$ cat src/rtl/xbus_pkt_gen_pkg.sv
// xbus_pkt_gen shared definitions: packet geometry, tag layout, FSM states.
// Imported by the counter, the bus interface and the top level.
package xbus_pkt_gen_pkg;

    // Packet payload geometry and filter count.
    localparam int Q = 2;
    localparam int S = 2;
    localparam int P = 4;
    localparam int DATA_W = Q * S * 8;

    // Width of each of the three sweep counters.
    localparam int CNT_W = 16;

    // Tag layout {valid, last, row, colgrp, chgrp}, LSB first offsets.
    localparam int TAG_CHGRP_W  = CNT_W;
    localparam int TAG_COLGRP_W = CNT_W;
    localparam int TAG_ROW_W    = CNT_W;
    localparam int TAG_CHGRP    = 0;
    localparam int TAG_COLGRP   = TAG_CHGRP + TAG_CHGRP_W;
    localparam int TAG_ROW      = TAG_COLGRP + TAG_COLGRP_W;
    localparam int TAG_LAST     = TAG_ROW + TAG_ROW_W;
    localparam int TAG_VALID    = TAG_LAST + 1;
    localparam int XBUS_TAG_WIDTH = TAG_VALID + 1;

    // Reads in flight never exceed RD_LAT+1, so 3 bits cover RD_LAT<=4.
    localparam int INFL_W = 3;

    typedef enum logic [1:0] {
        IDLE,
        ISSUE,
        DRAIN
    } state_e;

    // Packed so that the bit layout matches the TAG_* offsets above.
    typedef struct packed {
        logic                    valid;
        logic                    last;
        logic [TAG_ROW_W-1:0]    row;
        logic [TAG_COLGRP_W-1:0] colgrp;
        logic [TAG_CHGRP_W-1:0]  chgrp;
    } tag_t;

    // Builds the tag of a word that is being issued this cycle.
    function automatic tag_t make_tag(
        input logic             last,
        input logic [CNT_W-1:0] row,
        input logic [CNT_W-1:0] colgrp,
        input logic [CNT_W-1:0] chgrp
    );
        tag_t t;
        t.valid  = 1'b1;
        t.last   = last;
        t.row    = row;
        t.colgrp = colgrp;
        t.chgrp  = chgrp;
        return t;
    endfunction

endpackage

$ cat src/rtl/xbus_pkt_gen_if.sv
// X-bus side of the packet generator: X buffer read port, packet output
// towards the filter chain and the per-filter cache-full flags.
interface xbus_pkt_gen_if #(
    parameter int ADDR_W = 16
);

    logic                                xbuf_rd_en;
    logic [ADDR_W-1:0]                   xbuf_rd_addr;
    logic [xbus_pkt_gen_pkg::DATA_W-1:0] xbuf_rd_data;
    logic [xbus_pkt_gen_pkg::XBUS_TAG_WIDTH-1:0] pkt_tag;
    logic [xbus_pkt_gen_pkg::DATA_W-1:0] pkt_data;
    logic [xbus_pkt_gen_pkg::P-1:0]      cache_full;

    // The packet generator drives reads and packets.
    modport master (
        output xbuf_rd_en,
        output xbuf_rd_addr,
        input  xbuf_rd_data,
        output pkt_tag,
        output pkt_data,
        input  cache_full
    );

    // RAM and filter chain side.
    modport slave (
        input  xbuf_rd_en,
        input  xbuf_rd_addr,
        output xbuf_rd_data,
        input  pkt_tag,
        input  pkt_data,
        output cache_full
    );

endinterface

$ cat src/rtl/xbus_pkt_gen_cnt.sv
// Three-level sweep counter: chgrp innermost, colgrp middle, row outermost.
// Limits are inclusive maxima; last_word flags the final position.
module xbus_pkt_gen_cnt
    import xbus_pkt_gen_pkg::*;
(
    input  logic             clk,
    input  logic             rst,
    input  logic             clear,
    input  logic             advance,
    input  logic [CNT_W-1:0] ch_max,
    input  logic [CNT_W-1:0] col_max,
    input  logic [CNT_W-1:0] row_max,
    output logic [CNT_W-1:0] ch,
    output logic [CNT_W-1:0] col,
    output logic [CNT_W-1:0] row,
    output logic             last_word
);

    logic ch_wrap;
    logic col_wrap;

    // Carry chain: a level wraps only when all inner levels wrap.
    always_comb begin
        ch_wrap   = (ch == ch_max);
        col_wrap  = ch_wrap && (col == col_max);
        last_word = col_wrap && (row == row_max);
    end

    // Advance the nested counters by one word per issued read.
    always_ff @(posedge clk) begin
        if (rst || clear) begin
            ch  <= '0;
            col <= '0;
            row <= '0;
        end else if (advance) begin
            if (!ch_wrap) begin
                ch <= ch + CNT_W'(1);
            end else begin
                ch <= '0;
                if (!col_wrap) begin
                    col <= col + CNT_W'(1);
                end else begin
                    col <= '0;
                    row <= row + CNT_W'(1);
                end
            end
        end
    end

endmodule

$ cat src/rtl/xbus_pkt_gen.sv
// X-bus packet source: sweeps the X buffer map and emits one tagged packet
// per word, throttled by the filters' cache-full flags.
module xbus_pkt_gen
    import xbus_pkt_gen_pkg::*;
#(
    parameter int RD_LAT = 2,
    parameter int ADDR_W = 16
) (
    input  logic              clk,
    input  logic              rst,
    input  logic              start,
    input  logic [15:0]       INC2_minus_1,
    input  logic [15:0]       INW_,
    input  logic [15:0]       INH2,
    input  logic [ADDR_W-1:0] base_addr,
    output logic              busy,
    output logic              done,
    xbus_pkt_gen_if.master    bus
);

    state_e state;
    state_e state_n;

    logic [CNT_W-1:0]  ch_max_r;
    logic [CNT_W-1:0]  col_max_r;
    logic [CNT_W-1:0]  row_max_r;
    logic [ADDR_W-1:0] addr_r;

    logic full_r;
    logic accept;
    logic issue;
    logic done_n;
    logic done_r;
    logic pkt_out;

    logic [INFL_W-1:0] inflight;

    logic [CNT_W-1:0] ch;
    logic [CNT_W-1:0] col;
    logic [CNT_W-1:0] row;
    logic             last_word;

    tag_t             issue_tag;
    tag_t             pipe [RD_LAT];
    tag_t             tag_r;
    logic [DATA_W-1:0] data_r;

    xbus_pkt_gen_cnt u_cnt (
        .clk       (clk),
        .rst       (rst),
        .clear     (accept),
        .advance   (issue),
        .ch_max    (ch_max_r),
        .col_max   (col_max_r),
        .row_max   (row_max_r),
        .ch        (ch),
        .col       (col),
        .row       (row),
        .last_word (last_word)
    );

    assign issue_tag = make_tag(last_word, row, col, ch);
    assign pkt_out   = pipe[RD_LAT-1].valid;

    // Next state: accept start, issue unless stalled, drain the read pipe.
    always_comb begin
        state_n = state;
        accept  = 1'b0;
        issue   = 1'b0;
        done_n  = 1'b0;
        unique case (state)
            IDLE: begin
                if (start) begin
                    accept  = 1'b1;
                    state_n = ISSUE;
                end
            end
            ISSUE: begin
                if (!full_r) begin
                    issue = 1'b1;
                    if (last_word) begin
                        state_n = DRAIN;
                    end
                end
            end
            DRAIN: begin
                if (inflight == '0) begin
                    state_n = IDLE;
                    done_n  = 1'b1;
                end
            end
            default: state_n = IDLE;
        endcase
    end

    // State register; done is registered so it follows the last packet.
    always_ff @(posedge clk) begin
        if (rst) begin
            state  <= IDLE;
            done_r <= 1'b0;
        end else begin
            state  <= state_n;
            done_r <= done_n;
        end
    end

    // Sweep limits are frozen for the whole sweep once start is accepted.
    always_ff @(posedge clk) begin
        if (rst) begin
            ch_max_r  <= '0;
            col_max_r <= '0;
            row_max_r <= '0;
        end else if (accept) begin
            ch_max_r  <= INC2_minus_1;
            col_max_r <= INW_ - 16'd1;
            row_max_r <= INH2 - 16'd1;
        end
    end

    // Read address walks linearly from base and wraps at 2^ADDR_W.
    always_ff @(posedge clk) begin
        if (rst) begin
            addr_r <= '0;
        end else if (accept) begin
            addr_r <= base_addr;
        end else if (issue) begin
            addr_r <= addr_r + ADDR_W'(1);
        end
    end

    // One register stage on the OR of the cache-full flags.
    always_ff @(posedge clk) begin
        if (rst) begin
            full_r <= 1'b0;
        end else begin
            full_r <= |bus.cache_full;
        end
    end

    // Count reads issued but not yet emitted as packets.
    always_ff @(posedge clk) begin
        if (rst) begin
            inflight <= '0;
        end else begin
            unique case ({issue, pkt_out})
                2'b10:   inflight <= inflight + INFL_W'(1);
                2'b01:   inflight <= inflight - INFL_W'(1);
                default: inflight <= inflight;
            endcase
        end
    end

    // Tag delay line, aligned with the RAM read data.
    always_ff @(posedge clk) begin
        if (rst) begin
            for (int i = 0; i < RD_LAT; i++) begin
                pipe[i] <= '0;
            end
        end else begin
            pipe[0] <= issue ? issue_tag : tag_t'('0);
            for (int i = 1; i < RD_LAT; i++) begin
                pipe[i] <= pipe[i-1];
            end
        end
    end

    // Output register; tag reads zero whenever no packet is valid.
    always_ff @(posedge clk) begin
        if (rst) begin
            tag_r  <= '0;
            data_r <= '0;
        end else if (pkt_out) begin
            tag_r  <= pipe[RD_LAT-1];
            data_r <= bus.xbuf_rd_data;
        end else begin
            tag_r  <= '0;
        end
    end

    assign bus.xbuf_rd_en   = issue;
    assign bus.xbuf_rd_addr = addr_r;
    assign bus.pkt_tag      = tag_r;
    assign bus.pkt_data     = data_r;
    assign busy             = (state != IDLE);
    assign done             = done_r;

endmodule

$ cat src/flat_wrapper.sv
// flat-port wrapper written by rule: the top's interface ports become plain ports
module xbus_pkt_gen_flat import xbus_pkt_gen_pkg::*;
#(
    parameter int RD_LAT = 2,
    parameter int ADDR_W = 16
)
  (clk, rst, start, INC2_minus_1, INW_, INH2, base_addr, busy, done, bus_xbuf_rd_en, bus_xbuf_rd_addr, bus_xbuf_rd_data, bus_pkt_tag, bus_pkt_data, bus_cache_full);
  xbus_pkt_gen_if #(.ADDR_W(ADDR_W)) bus_i ();
  input  logic clk;
  input  logic rst;
  input  logic start;
  input  logic [15:0] INC2_minus_1;
  input  logic [15:0] INW_;
  input  logic [15:0] INH2;
  input  logic [ADDR_W-1:0] base_addr;
  output logic busy;
  output logic done;
  output wire logic [$bits(bus_i.xbuf_rd_en)-1:0] bus_xbuf_rd_en;
  output wire logic [$bits(bus_i.xbuf_rd_addr)-1:0] bus_xbuf_rd_addr;
  input wire logic [$bits(bus_i.xbuf_rd_data)-1:0] bus_xbuf_rd_data;
  output wire logic [$bits(bus_i.pkt_tag)-1:0] bus_pkt_tag;
  output wire logic [$bits(bus_i.pkt_data)-1:0] bus_pkt_data;
  input wire logic [$bits(bus_i.cache_full)-1:0] bus_cache_full;
  assign bus_xbuf_rd_en = bus_i.xbuf_rd_en;
  assign bus_xbuf_rd_addr = bus_i.xbuf_rd_addr;
  assign bus_i.xbuf_rd_data = bus_xbuf_rd_data;
  assign bus_pkt_tag = bus_i.pkt_tag;
  assign bus_pkt_data = bus_i.pkt_data;
  assign bus_i.cache_full = bus_cache_full;
  xbus_pkt_gen #(.RD_LAT(RD_LAT), .ADDR_W(ADDR_W)) u_core (.clk(clk), .rst(rst), .start(start), .INC2_minus_1(INC2_minus_1), .INW_(INW_), .INH2(INH2), .base_addr(base_addr), .busy(busy), .done(done), .bus(bus_i));
endmodule
$ cat config.mk
export PLATFORM = sky130hd
export DESIGN_NAME = xbus_pkt_gen_flat
export DESIGN_NICKNAME = d
export VERILOG_FILES = /design/src/rtl/xbus_pkt_gen_pkg.sv /design/src/rtl/xbus_pkt_gen_if.sv /design/src/rtl/xbus_pkt_gen_cnt.sv /design/src/rtl/xbus_pkt_gen.sv /design/src/flat_wrapper.sv
export SDC_FILE = /design/constraint.sdc
export NUM_CORES = 1
export LEC_CHECK = 0
export CAP_MARGIN = 5
export CORE_MARGIN = 2
export CORE_UTILIZATION = 35
export CTS_CLUSTER_DIAMETER = 150
export DETAILED_ROUTE_END_ITERATION = 12
export HOLD_SLACK_MARGIN = 0.15
export PLACE_DENSITY_LB_ADDON = 0.12
export SLEW_MARGIN = 20
export SYNTH_ARGS = -nofsm -noshare
export SYNTH_HDL_FRONTEND = slang
export SYNTH_SLANG_ARGS = --single-unit
$ cat constraint.sdc
create_clock -name clk -period 4.41 [get_ports clk]
set_input_delay 1.323 -clock clk [delete_from_list [all_inputs] [get_ports clk]]
set_output_delay 1.323 -clock clk [all_outputs]
set_load 0.02 [all_outputs]
==> run metrics <==
Yosys cell types 45; Crit Path Max Fanout 7; root buf cell clkbuf_16; syn_nets 1291; min-delay worst type reg2reg; # diodes 0; RSZ-0062 raised after global routing false; setup_tns 0 ns; worst reg2reg path startpoint u_core.u_cnt.col[2]$_SDFFE_PP0P_; routed length per instance 14.7 µm; first-pass GRT wire length 43700 µm; largest net degree at the start of global routing 119; clock slew at reported path FFs 0.06 ns; H-tree depth 2; Synth warnings 0; CTS tree done; Hold Crit Start u_core.pipe[0][60]$_SDFF_PP0_; worst reg-to-reg path cell count 6; Slew headroom 29.5%; First-pass DRT Iterations 5; worst slew pin tran 1.06 ns; FF-to-FF setup slack 2.04 ns; critical path arrival 3.69 ns; Hold Violations, Final 0; Die Height 184 µm; PortBufs 203; Tcrit/Tclk final 74.3%; CTS Buffer Depth 3; FP Rows 66; Max Slew Vio Count 0; peak supply drop 0.000234 V; number of DRC markers in iteration 0 496; hpwl dp 18800 µm; Crit path required time 4.83 ns; synthesized instance count 1180; cell taking the most area after synthesis dfxtp_1; vias 8528; Core Box Area 32300 µm²; total CTS buffers 35; worst clock skew 0.0152 ns; Max-Cap Viols 0; WHS Path Cells 1; Global Route Usage Sum 15.9%; Yosys top cell area share 53.0%; grt total ovfl 0; most common cell after layout, fill and taps aside dfxtp_1; layout cells sized above 1 5.76%; Initial Util 35.2%; DRT antenna net count 0; Final min period 3.28 ns; Area Overhead vs Synth 31.6%; Die X 184 µm; CTS Hold Bufs 0; clk_lat worst skew 0.51 ns; sequential area share after synthesis 53.0%; status finished clean; final WL 27000 µm; post-synthesis average cell area 9.64 µm²; initial antenna violation count 0; Leakage 5.30 nW; critical path class in2reg; total setup buffers inserted after CTS 0; # clock sinks 301; die area 34000 µm²; Power Dens Cells 407 nW/µm²; Syn Std Cell Area 11400 µm²; fill count 3072; Highest Clock Rate 305 MHz; EDFF count, synth 0; Critical Path Start Type input port; Post-CTS Resized 0; Synth Flop Type dfxtp_1; NumNets Final 1476; DP Worst Slack 0.625 ns; R2R Path End u_core.u_cnt.col[9]$_SDFFE_PP0P_; post-synthesis register bit count 301; Final setup viols 0; RePlAce Congestion 0.884; Residual DRC 0; crit end category flop; largest cells by area after synthesis dfxtp_1 53%, and2_1 5.4%, nor2_1 3.8%; I/O pin count 204; asr flop ratio synth 0%; number of global-route vias before repair 8037; commonest cells after routing, fill and taps aside 300 x dfxtp_1, 202 x clkdlybuf4s50_1, 113 x nor2_1; Min-Delay Endpoint u_core.bus.pkt_tag[10]$_SDFF_PP0_; Vias/cell 4.66; setup ws final 1.13 ns
==> logic make-up (layout without fill, tap and decap cells) <==
kind of cell / Yosys count / after routing / synth area share (%)
fa+ha+maj: 8 / 8 / 0.946
buf+inv: 86 / 295 / 2.90
mux: 39 / 39 / 3.43
simple gates: 518 / 518 / 24.5
compound gates: 135 / 135 / 8.06
xor+xnor: 93 / 93 / 7.16
flops: 301 / 301 / 53.0
==> worst max-delay path, cell delays in order <==
cell,delay [ns]
clkdlybuf4s50_1,0.45
inv_1,0.08
ha_1,0.17
or4b_1,0.56
or4_4,0.55
or3_1,0.31
a311oi_1,0.25
==> how the worst max path moves through the flow <==
stage	cells after the start	endpoint	slack, ns	start
floorplan	7	u_core.row_max_r[12]$_SDFFE_PP0P_	1.21	INH2[0]
global placement	7	u_core.row_max_r[12]$_SDFFE_PP0P_	0.68	INH2[0]
detailed placement	7	u_core.row_max_r[12]$_SDFFE_PP0P_	0.62	INH2[0]
CTS	3	bus_xbuf_rd_en	1.11	u_core.state[0]$_SDFFE_PP0P_
global route	7	u_core.row_max_r[12]$_SDFFE_PP0P_	0.95	INH2[0]
finish	7	u_core.row_max_r[12]$_SDFFE_PP0P_	1.13	INH2[0]
==> cells in the mapped netlist (15+ instances only) <==
cell        n
inv_1      15
a21oi_1    39
dfxtp_1   301
nor2_1    114
clkbuf_1   58
and2_1     98
mux2i_1    39
o31ai_1    24
nor2b_1    53
nor3_1     25
nor4_1     21
or3_1      27
xor2_1     47
or4_1      15
a211oi_1   30
nand2_1    71
xnor2_1    46
nand4_1    39
nand3_1    24
==> where the power goes <==
part	leakage (nW)	internal, mW	switching (mW)
clock network	0.551	1.69	1.10
registers	2.44	2.77	0.0492
logic	2.31	0.217	0.251
==> area by class of cell <==
type	count	area, µm²	share of cell area [%]
Clock buffer	49	990	6.61
Clock inverter	12	131	0.878
Inverter	15	56.3	0.376
Multi-Input combinational cell	793	5030	33.6
Sequential cell	301	6030	40.3
Tap cell	442	553	3.70
Timing Repair Buffer	219	2170	14.5
==> registers in the layout, indices dropped and copies added, names as in the netlist <==
name	flops
u_core.bus.pkt_tag	50
u_core.full_r	1
u_core.done	1
u_core.u_cnt.ch	16
u_core.state	2
u_core.inflight	3
u_core.bus.xbuf_rd_addr	16
u_core.pipe	100
u_core.u_cnt.col	16
u_core.u_cnt.row	16
u_core.row_max_r	16
u_core.col_max_r	16
u_core.ch_max_r	16
u_core.bus.pkt_data	32
==> per-stage QoR <==
stage / cell area [µm²] / hold WS, ns / power [mW] / std cells / utilization, %
final: 15000 / 0.422 / 6.09 / 1831 / 46.4
after global routing: 15000 / 0.438 / 6.35 / 1831 / 46.4
after CTS: 15000 / 0.424 / 6.17 / 1831 / 46.3
after detailed placement: 13800 / 0.410 / 3.35 / 1770 / 42.9
after global placement: 13800 / 0.414 / 3.35 / 1770 / 42.9
after floorplan: 11400 / 0.406 / 3.13 / 1180 / -
==> routing by layer <==
layer | vias to the layer above | global-route usage (%) | part of all wire [%]
li1 | 4458 | - | -
met1 | 3783 | 22.8 | 50
met2 | 242 | 23.0 | 41
met3 | 45 | 4.60 | 7.1
met4 | 0 | 4.29 | 1.9
met5 | - | 0 | 0
(Power assumes the default switching activity.)
